$ cat src/rtl/drp_reconf_master_if.sv
// Request/status and DRP bus bundle for drp_reconf_master.
// master = the reconfiguration block, slave = requester plus DRP responder.
interface drp_reconf_master_if;
   logic        START;
   logic        RD_ONLY;
   logic [6:0]  REQ_ADDR;
   logic [15:0] REQ_MASK;
   logic [15:0] REQ_DATA;
   logic        BUSY;
   logic        DONE;
   logic        ERROR;
   logic [15:0] RDATA;
   logic [6:0]  DADDR;
   logic        DEN;
   logic        DWE;
   logic [15:0] DI;
   logic [15:0] DO;
   logic        DRDY;

   modport master (
      input  START, RD_ONLY, REQ_ADDR, REQ_MASK, REQ_DATA, DO, DRDY,
      output BUSY, DONE, ERROR, RDATA, DADDR, DEN, DWE, DI
   );

   modport slave (
      output START, RD_ONLY, REQ_ADDR, REQ_MASK, REQ_DATA, DO, DRDY,
      input  BUSY, DONE, ERROR, RDATA, DADDR, DEN, DWE, DI
   );
endinterface

$ cat src/rtl/drp_reconf_master.sv
// DRP read / read-modify-write master with DRDY timeout; START->DONE in 3 (read) or 5 (RMW) cycles minimum.
// No backpressure: START is accepted only in IDLE and dropped while BUSY.
module drp_reconf_master #(
   parameter int TIMEOUT = 64
) (
   input logic                 DCLK,
   input logic                 RST,
   drp_reconf_master_if.master bus
);
   typedef enum logic [2:0] {IDLE, RD_REQ, RD_WAIT, WR_REQ, WR_WAIT, FIN} state_t;

   // Counter value of the last permitted wait cycle; DRDY in that cycle still wins.
   localparam logic [15:0] CNT_LAST = 16'(TIMEOUT - 1);

   state_t      state;
   logic        rd_only;
   logic [15:0] mask;
   logic [15:0] data;
   logic [15:0] cnt;

   always_ff @(posedge DCLK) begin
      if (RST) begin
         state     <= IDLE;
         rd_only   <= 1'b0;
         mask      <= '0;
         data      <= '0;
         cnt       <= '0;
         bus.BUSY  <= 1'b0;
         bus.DONE  <= 1'b0;
         bus.ERROR <= 1'b0;
         bus.RDATA <= '0;
         bus.DADDR <= '0;
         bus.DEN   <= 1'b0;
         bus.DWE   <= 1'b0;
         bus.DI    <= '0;
      end else begin
         bus.DONE  <= 1'b0;
         bus.ERROR <= 1'b0;
         bus.DEN   <= 1'b0;
         bus.DWE   <= 1'b0;
         case (state)
            IDLE: begin
               if (bus.START) begin
                  rd_only   <= bus.RD_ONLY;
                  mask      <= bus.REQ_MASK;
                  data      <= bus.REQ_DATA;
                  bus.DADDR <= bus.REQ_ADDR;
                  bus.DEN   <= 1'b1;
                  bus.BUSY  <= 1'b1;
                  state     <= RD_REQ;
               end
            end
            RD_REQ: begin
               cnt   <= '0;
               state <= RD_WAIT;
            end
            RD_WAIT: begin
               if (bus.DRDY) begin
                  bus.RDATA <= bus.DO;
                  if (rd_only) begin
                     bus.DONE <= 1'b1;
                     state    <= FIN;
                  end else begin
                     bus.DI  <= (bus.DO & mask) | (data & ~mask);
                     bus.DEN <= 1'b1;
                     bus.DWE <= 1'b1;
                     state   <= WR_REQ;
                  end
               end else if (cnt == CNT_LAST) begin
                  bus.DONE  <= 1'b1;
                  bus.ERROR <= 1'b1;
                  state     <= FIN;
               end else begin
                  cnt <= cnt + 16'd1;
               end
            end
            WR_REQ: begin
               cnt   <= '0;
               state <= WR_WAIT;
            end
            WR_WAIT: begin
               if (bus.DRDY) begin
                  bus.DONE <= 1'b1;
                  state    <= FIN;
               end else if (cnt == CNT_LAST) begin
                  bus.DONE  <= 1'b1;
                  bus.ERROR <= 1'b1;
                  state     <= FIN;
               end else begin
                  cnt <= cnt + 16'd1;
               end
            end
            FIN: begin
               bus.BUSY <= 1'b0;
               state    <= IDLE;
            end
            default: begin
               bus.BUSY <= 1'b0;
               state    <= IDLE;
            end
         endcase
      end
   end
endmodule

$ cat src/flat_wrapper.sv
// flat-port wrapper written by rule: the top's interface ports become plain ports
module drp_reconf_master_flat 
#(
   parameter int TIMEOUT = 64
)
  (DCLK, RST, bus_START, bus_RD_ONLY, bus_REQ_ADDR, bus_REQ_MASK, bus_REQ_DATA, bus_DO, bus_DRDY, bus_BUSY, bus_DONE, bus_ERROR, bus_RDATA, bus_DADDR, bus_DEN, bus_DWE, bus_DI);
  drp_reconf_master_if bus_i ();
  input logic DCLK;
  input logic RST;
  input wire logic [$bits(bus_i.START)-1:0] bus_START;
  input wire logic [$bits(bus_i.RD_ONLY)-1:0] bus_RD_ONLY;
  input wire logic [$bits(bus_i.REQ_ADDR)-1:0] bus_REQ_ADDR;
  input wire logic [$bits(bus_i.REQ_MASK)-1:0] bus_REQ_MASK;
  input wire logic [$bits(bus_i.REQ_DATA)-1:0] bus_REQ_DATA;
  input wire logic [$bits(bus_i.DO)-1:0] bus_DO;
  input wire logic [$bits(bus_i.DRDY)-1:0] bus_DRDY;
  output wire logic [$bits(bus_i.BUSY)-1:0] bus_BUSY;
  output wire logic [$bits(bus_i.DONE)-1:0] bus_DONE;
  output wire logic [$bits(bus_i.ERROR)-1:0] bus_ERROR;
  output wire logic [$bits(bus_i.RDATA)-1:0] bus_RDATA;
  output wire logic [$bits(bus_i.DADDR)-1:0] bus_DADDR;
  output wire logic [$bits(bus_i.DEN)-1:0] bus_DEN;
  output wire logic [$bits(bus_i.DWE)-1:0] bus_DWE;
  output wire logic [$bits(bus_i.DI)-1:0] bus_DI;
  assign bus_i.START = bus_START;
  assign bus_i.RD_ONLY = bus_RD_ONLY;
  assign bus_i.REQ_ADDR = bus_REQ_ADDR;
  assign bus_i.REQ_MASK = bus_REQ_MASK;
  assign bus_i.REQ_DATA = bus_REQ_DATA;
  assign bus_i.DO = bus_DO;
  assign bus_i.DRDY = bus_DRDY;
  assign bus_BUSY = bus_i.BUSY;
  assign bus_DONE = bus_i.DONE;
  assign bus_ERROR = bus_i.ERROR;
  assign bus_RDATA = bus_i.RDATA;
  assign bus_DADDR = bus_i.DADDR;
  assign bus_DEN = bus_i.DEN;
  assign bus_DWE = bus_i.DWE;
  assign bus_DI = bus_i.DI;
  drp_reconf_master #(.TIMEOUT(TIMEOUT)) u_core (.DCLK(DCLK), .RST(RST), .bus(bus_i));
endmodule
$ cat config.mk
export PLATFORM = sky130hd
export DESIGN_NAME = drp_reconf_master_flat
export DESIGN_NICKNAME = d
export VERILOG_FILES = /design/src/rtl/drp_reconf_master_if.sv /design/src/rtl/drp_reconf_master.sv /design/src/flat_wrapper.sv
export SDC_FILE = /design/constraint.sdc
export NUM_CORES = 1
export LEC_CHECK = 0
export ABC_AREA = 1
export ABC_CLOCK_PERIOD_IN_PS = 1500
export BUFFER_PORTS_ARGS = -buffer_cell sky130_fd_sc_hd__buf_4
export CORE_MARGIN = 2
export CORE_UTILIZATION = 41
export DETAILED_ROUTE_END_ITERATION = 10
export PLACE_DENSITY_LB_ADDON = 0.12
export SLEW_MARGIN = 15
export SYNTH_ARGS = -nofsm -noshare
export SYNTH_HDL_FRONTEND = slang
export SYNTH_SLANG_ARGS = --single-unit
$ cat constraint.sdc
create_clock -name DCLK -period 1.5 [get_ports DCLK]
set_clock_uncertainty 0.2 [all_clocks]
set_input_delay 0.15 -clock DCLK [delete_from_list [all_inputs] [get_ports DCLK]]
set_output_delay 0.15 -clock DCLK [all_outputs]
set_load 0.03 [all_outputs]
Yosys cells after proc, flatten, opt, wreduce, memory -nomap -nowiden
Cells that the tools add are included.

word-level totals
  register bits = 96
  input port bits = 60
  output and inout bits = 44
  logic and storage cells = 62

cells by class
  $add $sub $neg = 1
  equal/unequal tests = 8
  multiplexer cells = 20
  bitwise operators = 8
  reduce and logical (&&, ||, !) cells = 12

operators with widths
  kind                   number
  $and 16x16->16         2
  $mux 16                2
  $pmux 16 s2            1
  $add 16x1->16 const B  1
  $eq 16x6->1 const B    1
  $not 16->16            1
  $or 16x16->16          1
  $mux 3                 5
  $pmux 3 s5             1
  $mux 1                 8
  $eq 3x2->1 const B     2
  $ne 2x2->1 const B     3
  $pmux 1 s2             3
  $reduce_and 2->1       3
  $reduce_and 3->1       2
  $reduce_or 2->1        3
  $not 1->1              4
  $reduce_or 4->1        1
  $eq 3x1->1 const B     1
  $eq 3x3->1 const B     1
  $logic_not 3->1        1
  $reduce_or 3->1        1
  $reduce_bool 2->1      1

Depth between registers and ports, before layout
Gate-level depths: netlist of run 1.

  word-level depth = 4
  gate-level depth with buffers = 11

Worst setup path before layout of run 1
OpenSTA, ideal clock, no wires.

  kind = reg-to-reg
  start = register u_core.cnt[1]
  end = register u_core.cnt[7]
  library setup time = 70 ps
  data arrival time = 1310 ps
  setup slack = -80 ps
  cell stages (with the launch flop) = 9
  period minus slack after synthesis = 1580 ps
  cell sequence = dfxtp_1 ha_1 nand3_1 nor2_1 nand3_2 nand3_4 buf_6 nand2_1 a21oi_1

between the ends
  word-level cells in the longest chain between the ends = 4
  elaborated cells between the ends (all ways) = 7
  classes of those cells = add/sub: 1; eq/ne: 2; mux: 3; reduce/logical: 1

RTL lines
  item                    RTL line                                          text
  start, declared         drp_reconf_master.sv:19                           logic [15:0] cnt;
  start signal, assigned  drp_reconf_master.sv:74                           cnt <= cnt + 16'd1;
  start signal, assigned  drp_reconf_master.sv:90                           cnt <= cnt + 16'd1;
  $add 16x1->16           drp_reconf_master.sv:74, drp_reconf_master.sv:90
  $mux 16                 drp_reconf_master.sv:69, drp_reconf_master.sv:85
  $mux 16                 drp_reconf_master.sv:58                           if (bus.DRDY) begin
  $pmux 16 s2             drp_reconf_master.sv:41                           case (state)

Several ways; a longest one is shown, not always the timed one. The select of a mux whose other input is x is not followed.
A chain may end at the register's enable or synchronous reset.

Worst setup path after layout of run 1
  start = register u_core.state[2]
  end = register u_core.cnt[3]

between the ends
  word-level cells in the longest chain between the ends = 4
  elaborated cells between the ends (all ways) = 11
  classes of those cells = eq/ne: 6; mux: 1; reduce/logical: 4

RTL lines
  item                                                       RTL line                 text
  start, declared                                            drp_reconf_master.sv:15  state_t state;
  start signal, assigned                                     drp_reconf_master.sv:23  state <= IDLE;
  start signal, assigned                                     drp_reconf_master.sv:50  state <= RD_REQ;
  start signal, assigned                                     drp_reconf_master.sv:55  state <= RD_WAIT;
  $eq 3x2->1 (tied with other cells)                         drp_reconf_master.sv:41
  $reduce_or 2->1 (no line)                                  -
  $ne 2x2->1 (no line) or $reduce_bool 2->1 (tied branches)  -
  $reduce_and 3->1 (no line)                                 -

Several ways; a longest one is shown, not always the timed one.

==> results of run 1 <==
flip-flops by register name, summed over array words and instances, names as in the netlist:
signal            flops
u_core.bus.DI        16
u_core.bus.RDATA     16
u_core.cnt           16
u_core.data          16
u_core.mask          16
u_core.bus.DADDR      7
u_core.state          3
u_core.bus.BUSY       1
u_core.bus.DEN        1
u_core.bus.DONE       1
u_core.bus.DWE        1
u_core.bus.ERROR      1
u_core.rd_only        1
power by group through the flow:
stage / sequential, µW / combinational (µW) / clock (µW)
floorplan: 3660 / 1340 / 0
global placement: 3310 / 2560 / 0
detailed placement: 3330 / 2600 / 0
CTS: 3290 / 3070 / 1730
global route: 3370 / 3730 / 1820
finish: 3310 / 3430 / 1690
cells in the mapped netlist (2+ instances only):
master	count
a21oi_1	56
nand2_2	2
clkbuf_1	16
o21bai_1	2
nand3b_1	2
a31oi_1	18
xnor2_1	2
o21ai_1	2
xor2_1	4
nor3_1	2
nand2_1	94
buf_1	2
nand3_1	13
nand3_4	2
buf_2	6
nand4_1	6
nor2_2	2
nor2_1	79
o21ai_0	73
inv_1	56
inv_2	6
dfxtp_1	96
tightest hold or removal path, cell delays in order:
cell and delay, ps:
buf_4 110, nand2_4 80, nand4_1 120, nor2_1 40, nor2_1 80
metrics by stage:
stage	worst slack [ps]	power [µW]	hold slack, ps	utilization (%)
detailed placement	-145	5930	139	53.6
floorplan	1.87	5000	28.5	-
CTS	-45.1	8090	28.4	64.4
global placement	-88.2	5870	142	53.6
global route	-182	8910	76.3	67.8
finish	-110	8430	47.0	67.8
path summary, 6_finish.rpt:
kind	startpoint	endpoint	slack [ps]
worst max-delay path	u_core.state[2]	u_core.cnt[3]	-110
worst min-delay path	bus_DRDY	u_core.cnt[13]	50
worst max register to register	u_core.state[2]	u_core.cnt[3]	-110
worst min register to register	u_core.data[1]	u_core.data[1]	250
timing repair:
action,CTS,global route
setup buffers,4,3
pin swaps,27,30
cloned,3,3
endpoints found under the setup margin,50,94
hold buffers,59,0
gates resized for setup,62,111
hold endpoints to repair,82,0
area by class of cell:
type	count	area, µm²
well taps	133	166
clock buffers	10	138
clock inverters	6	56.3
inverters	63	258
flip-flops and latches	96	1960
repair buffers	206	1840
repair inverters	2	13.8
multi-input cells	367	2100
fillers	804	3110
logic make-up after synthesis:
| family | count (synthesis) |
|---|---|
| simple gates | 208 |
| xor+xnor | 6 |
| flops | 96 |
| buf+inv | 89 |
| compound gates | 151 |
| fa+ha+maj | 1 |
layer usage:
layer  vias to the layer above  part of all wire (%)  global-route usage [%]
met3                        13                   4.1                    4.27
li1                       2194                     -                       -
met1                      2038                    42                    28.0
met4                         0                   1.4                    7.79
met5                         -                     0                       0
met2                       102                    53                    39.4
==> impl_metrics.ini, run 1 <==
[worst_setup_path]
reg2reg_depth = 7
worst-path-max-fanout = 6
path_delay_family = simple AND/OR/NAND/NOR gates
max_stage_delay_ps = 380
cp-end-kind = register
worstPathArrival_ps = 1710
crit_type = reg2reg
required_ps = 1600
path_buf_inv = 2
cp-start-kind = register
crit_chain = inv_4 -> nand3_4 -> nand2_8 -> clkinvlp_4 -> nor2_2 -> nand3_2 -> a21oi_2
cp.depth = 7
crit_slowest_cell = dfxtp_4

[sta]
timing.final.max_slew_violations = 0
hold_viol = 0
tightest_slew_ps = 334
period_needed_ps = 1610
worst_slack_ps = -110
maxSlewHeadroom_pct = 77.8
fmax_ghz = 0.621
rsz0062_at_grt = true
post-route-period-util_pct = 107
setup-tns-final_ps = -1890
setup_viol = 50

[synthesis]
ys_seq_elements = 96
syn_nets = 612
synth_xor_xnor_area_share_pct = 1.31
muxShareOfSynthArea_pct = 0
synth_compound_area_share_pct = 19.5
async_reset_ff_share_pct = 0
synthSimpleGateAreaFrac_pct = 22.5
synth_flop_cell = dfxtp_1
syn_area_mm2 = 0.00402
synth_area_leaders = dfxtp_1 (48%), o21ai_0 (9.1%), nand2_1 (8.8%), nor2_1 (7.4%), a21oi_1 (7.0%)
synth-adder-area-share_pct = 0.311
synth_edf_count = 0
synthDistinctLibCells = 32
synth_top_area_share_pct = 47.8
synth_top_area_cell = dfxtp_1
yosys_warnings = 0
syn_avg_cell_area_um2 = 7.30
synth_top_family_by_area = simple AND/OR/NAND/NOR gates
syn_inst = 551
ys_seq_area_share_pct = 47.8

[global_routing]
grt_max_degree = 69
grt_pass1_wl_mm = 18.9
groute.usage.overall_pct = 22.6
grt_pass1_vias = 4024
antenna_found_initial = 0
gr-total-overflow = 0

[pwr]
p_leak_uw = 0.00269
clkPwrFrac_pct = 20.0
pwr-share-comb_pct = 40.7
sw_frac_of_total_pct = 39.4
powerDensity_mw_per_mm2 = 1290
p_switching_uw = 3330
pwr-share-seq_pct = 39.3
p_int_uw = 5110
ir_drop_uv = 676

[cts]
numCtsBuffers = 9
clockRootBuffer = clkbuf_8
cts_tree = yes
cts.sinks = 96
clock_path_buffers = 2
clk_pin_slew_worst_paths_ps = 100
htreeDepth = 3
worstSkewPairLatency_ps = 370

[final_layout]
final_common_cell = buf_4
post-route-cell-area_mm2 = 0.00653
diodes = 0
layout_common_cells = buf_4 (131), nand2_1 (85), dfxtp_1 (82), nor2_1 (62), dlygate4sd3_1 (59)
final_cells = 883
area_growth_syn_to_layout_pct = 62.3
layout-drive-gt1-share_pct = 34.5
fin_nets = 806

[floorplanning]
io_pins = 104
die-area_mm2 = 0.0106
rows = 36
start_util_pct = 41.7
core_area_mm2 = 0.00964
die_w_um = 103
die_h_um = 103

[drt]
first_pass_iters = 5
drt-initial-drc-count = 166
via_per_inst = 4.92
wl_per_cell_um = 14.1
antenna_left = 0
routed_wl_mm = 12.4
vias = 4347
drc_errors = 0

[placement]
port-buffer-count = 103
dp.cells = 796
gp_congestion = 0.910
postPlaceCellArea_mm2 = 0.00517
hpwlAfterDp_mm = 7.16

[min_path]
hold_path.class = in2reg
holdPathStages = 5

[run_status]
violations = setup timing
status = finished, violations left

[flow_run]
drv_cap = 0
Note: power is estimated with default switching activity, not from simulation.
==> run 2: changes to the inputs <==
GPL_TIMING_DRIVEN = 0   (was unset)
MAX_ROUTING_LAYER = met4   (was unset)
==> run 2 against run 1 <==
The flow still finishes with violations (setup timing). Sequential power about the same. Flip-flop and latch count did not move. Cell count is 1.6% higher. Fmax fell by 1.3%. Worst hold slack improved by 9.6 ps. Cell area up 1.2%. Sequential share of layout area decreased by 0.61 points. Register-to-register slack worse by 20 ps. Power grew 6.1%. Largest cell class unchanged. Largest power group unchanged. Highest routed layer unchanged.
==> impl_metrics.ini, run 2 (same netlist as run 1, synthesis figures left out) <==
[cts]
htreeDepth = 3
clockRootBuffer = clkbuf_8
clock_path_buffers = 2
cts_tree = yes
cts.sinks = 96
numCtsBuffers = 9
clk_pin_slew_worst_paths_ps = 100
worstSkewPairLatency_ps = 360

[global_routing]
met3_usage_pct = 5.02
gr-total-overflow = 0
grt_use_met1_pct = 30.1
antenna_found_initial = 0
groute.usage.overall_pct = 25.4
grt_max_degree = 17
top_usage_layer = met2
grt_pass1_vias = 4368
grt_pass1_wl_mm = 20.6
grt_use_met2_pct = 44.4

[placement]
postPlaceCellArea_mm2 = 0.00498
hpwlAfterDp_mm = 8.03
port-buffer-count = 103
dp.cells = 787
gp_congestion = 0.912

[worst_setup_path]
worstReg2RegEnd = u_core.cnt[4]
reg2reg_depth = 8
crit_chain = ha_4 -> nand3_4 -> nor2_1 -> nand2_1 -> nand2_2 -> nand2_4 -> nand3_1 -> a21oi_1
crit_type = reg2reg
crit_slowest_cell = dfxtp_2
cp-start-kind = register
required_ps = 1510
max_stage_delay_ps = 370
r2r-start = u_core.cnt[1]
worst-path-max-fanout = 8
cp-end-kind = register
r2r_setup_slack_ps = -130
worstPathArrival_ps = 1640

[drt]
drc_errors = 0
via_per_inst = 4.96
routed_wl_mm = 13.0
antenna_left = 0
wl_per_cell_um = 14.5
first_pass_iters = 4
drt-initial-drc-count = 168
vias = 4448

[sta]
setup_viol = 71
rsz0062_at_grt = true
setup-tns-final_ps = -5940
holdWs_ps = 56.6
hold_viol = 0
maxSlewHeadroom_pct = 53.2
post-route-period-util_pct = 109
worst_slack_ps = -131
fmax_ghz = 0.613
timing.final.max_slew_violations = 0
period_needed_ps = 1630
tightest_slew_ps = 703

[flow_run]
drv_cap = 0

[pwr]
powerDensity_mw_per_mm2 = 1350
p_leak_uw = 0.00274
ir_drop_uv = 620

[min_path]
holdPathStages = 5
min-delay-start = bus_DRDY
hold_path_end = u_core.cnt[13]
hold_path.class = in2reg

[floorplanning]
start_util_pct = 41.7
rows = 36
die_h_um = 103
io_pins = 104
die_w_um = 103
core_area_mm2 = 0.00964
die-area_mm2 = 0.0106

[final_layout]
diodes = 0
post-route-cell-area_mm2 = 0.00661
final_common_cell = buf_4
fillers = 802
final_cells = 897
fin_nets = 821
layout_common_cells = buf_4 (127), nand2_1 (83), dfxtp_1 (82), nor2_1 (72), dlygate4sd3_1 (59)
layout-drive-gt1-share_pct = 35.3
utilization_pct = 68.5
area_growth_syn_to_layout_pct = 64.2

[run_status]
violations = setup timing
status = finished, violations left
==> run 2: layout make-up <==
type	count	area, µm²	share of cell area (%)
multi-input cells	367	2110	31.9
repair buffers	199	1740	26.3
clock buffers	11	151	2.29
inverters	63	251	3.81
well taps	133	166	2.52
clock inverters	4	36.3	0.549
plain buffers	24	206	3.12
flip-flops and latches	96	1950	29.5
==> run 2: power by group <==
group          switching (µW)  internal (µW)
clock                     944            707
sequential                287           3020
combinational            2240           1750
total                    3470           5480
==> run 2: through the flow <==
step	total power (µW)	setup slack [ps]
final	8950	-131
after global routing	9420	-212
after CTS	8460	-86.5
after detailed placement	5930	-348
after global placement	5870	-294
after floorplan	5000	1.87
==> run 2: per-layer routing <==
| layer | share of wire [%] | wire, µm | up-vias |
|---|---|---|---|
| met5 | 0 | 0 | - |
| met4 | 1.6 | 204 | 0 |
| met3 | 4.1 | 533 | 18 |
| met2 | 52 | 6790 | 116 |
| met1 | 42 | 5470 | 2099 |
| li1 | - | - | 2215 |
==> run 2: critical path, delay by kind of cell (launching register included) <==
family                     cells  cell delay (ps)
adders and majority gates      1              160
AOI/OAI and AO/OA              1               70
and+or+nand+nor                6              680
DFF                            1              370
==> run 2: worst max-delay path by stage <==
stage                               start              endpoint  slack [ps]  cells after the start
after floorplan             u_core.cnt[1]         u_core.cnt[7]           2                      8
after global placement    u_core.state[2]  u_core.bus.RDATA[13]        -290                      7
after detailed placement  u_core.state[2]   u_core.bus.RDATA[6]        -350                      7
after CTS                 u_core.state[2]      u_core.bus.DI[5]         -90                      9
after global routing        u_core.cnt[1]         u_core.cnt[2]        -210                      8
final                       u_core.cnt[1]         u_core.cnt[4]        -130                      8
==> run 2: repair_timing <==
action	4_1_cts	5_1_grt
setup endpoints to repair	94	93
resized for setup	128	88
cloned	4	2
hold endpoints to repair	75	0
pin swaps	23	17
buffers inserted	25	7
hold buffers	59	0
==> run 3: changes to the inputs <==
CORE_UTILIZATION = 30   (was 41)
PLACE_DENSITY = 0.61   (was unset)
PLACE_DENSITY_LB_ADDON = unset   (was 0.12)
==> run 3 against run 2 <==
Wire length up 6.8%. Core utilization shrank 16 points. Combinational power is 2% higher. Power grew 6.5%. Global-route usage decreased by 6.8 points. Largest power group unchanged. Clock-buffer cell count decreased by 1. Largest cell class unchanged. Sequential power about the same. Flip-flop and latch count unchanged. The flow still finishes with violations (setup timing).
==> impl_metrics.ini, run 3 (same netlist as run 1, synthesis figures left out) <==
[worst_setup_path]
required_ps = 1530
cp-start-kind = register
cp-end-kind = register
crit_type = reg2reg
worstPathArrival_ps = 1660
worst-path-max-fanout = 10
r2r_setup_slack_ps = -120

[floorplanning]
die_h_um = 120
die-area_mm2 = 0.0144
start_util_pct = 30.5
die_w_um = 120
core_area_mm2 = 0.0132
rows = 42
io_pins = 104

[global_routing]
grt_pass1_vias = 4375
gr-total-overflow = 0
groute.usage.overall_pct = 18.5
antenna_found_initial = 0
grt_max_degree = 17
grt_pass1_wl_mm = 20.9

[cts]
cts_tree = yes
cts.sinks = 96
htreeDepth = 3
worstSkewPairLatency_ps = 350
clk_pin_slew_worst_paths_ps = 70
numCtsBuffers = 9
clockRootBuffer = clkbuf_16
clock_path_buffers = 2

[drt]
wl_per_cell_um = 14.8
drc_errors = 0
drt-initial-drc-count = 192
via_per_inst = 4.78
routed_wl_mm = 13.9
first_pass_iters = 4
antenna_left = 0
vias = 4497

[run_status]
violations = setup timing
status = finished, violations left

[final_layout]
multi_input_area_mm2 = 0.00229
diodes = 0
post-route-cell-area_mm2 = 0.00695
layout-drive-gt1-share_pct = 41.8
final_cells = 941
fin_nets = 821
seqCellArea_mm2 = 0.00196
layout_common_cells = buf_4 (127), dfxtp_1 (81), nand2_1 (80), dlygate4sd3_1 (58), o21ai_2 (57)
area_growth_syn_to_layout_pct = 72.7
fillers = 1121
final_common_cell = buf_4
utilization_pct = 52.7

[sta]
fmax_ghz = 0.616
hold_viol = 0
timing.final.max_slew_violations = 0
period_needed_ps = 1620
post-route-period-util_pct = 108
maxSlewHeadroom_pct = 50.1
tightest_slew_ps = 748
holdWs_ps = 72.5
worst_slack_ps = -124
setup_viol = 70
rsz0062_at_grt = true

[flow_run]
drv_cap = 0

[pwr]
powerDensity_mw_per_mm2 = 1370
ir_drop_uv = 678
p_leak_uw = 0.00283

[placement]
port-buffer-count = 103
gp_congestion = 0.877
hpwlAfterDp_mm = 8.49
postPlaceCellArea_mm2 = 0.00503
dp.cells = 830

[min_path]
hold_path.class = in2reg
## run 3: what timing repair did
item                                    4_1_cts  5_1_grt
gates cloned                                  1        5
gates resized for setup                      83      206
endpoints found under the setup margin       94       92
hold endpoints to repair                     74        0
hold buffers                                 58        0
buffers inserted                             23       12
pin swaps                                    25       30
## run 3: critical path: stages, from the launching register on
cell,delay [ps]
dfxtp_4,370
nor2_4,150
buf_6,140
nand3_4,160
buf_8,210
o21ai_1,200
a21oi_1,70
## run 3: area by class of cell
cell class | count | share of cell area, %
Multi-Input combinational cell | 367 | 33.0
Buffer | 24 | 2.84
Sequential cell | 96 | 28.2
Clock inverter | 6 | 0.630
Clock buffer | 10 | 3.29
Timing Repair Buffer | 199 | 25.0
Tap cell | 176 | 3.17
Inverter | 63 | 3.76
## run 3: metrics by stage
step	TNS (ps)	setup WS, ps	power (µW)
2_1_floorplan	0	1.87	5000
3_3_place_gp	-18480	-332	5860
3_5_place_dp	-20780	-371	5910
4_1_cts	-942	-73.1	8740
5_1_grt	-7890	-181	10000
6_report	-2470	-124	9540
## run 3: report_power, final
| group | switching, µW | total, µW | internal, µW |
|---|---|---|---|
| registers | 307 | 3330 | 3020 |
| clock network | 1020 | 2150 | 1130 |
| logic | 2310 | 4060 | 1750 |
## run 3: per-layer routing
metal | routed length (µm) | share of wire [%] | up-vias | track usage, %
met5 | 0 | 0 | - | -
met4 | 316 | 2.3 | 0 | 6.54
met3 | 785 | 5.7 | 33 | 4.61
met2 | 7260 | 52 | 141 | 31.6
met1 | 5520 | 40 | 2106 | 21.2
li1 | - | - | 2217 | -
## run 3: final timing paths
kind,from,endpoint,depth (start not counted)
worst min-delay path,bus_DRDY,u_core.state[1],4
worst max register to register,u_core.state[0],u_core.mask[3],6
worst min register to register,u_core.data[12],u_core.data[12],2
worst max-delay path,u_core.state[0],u_core.mask[3],6
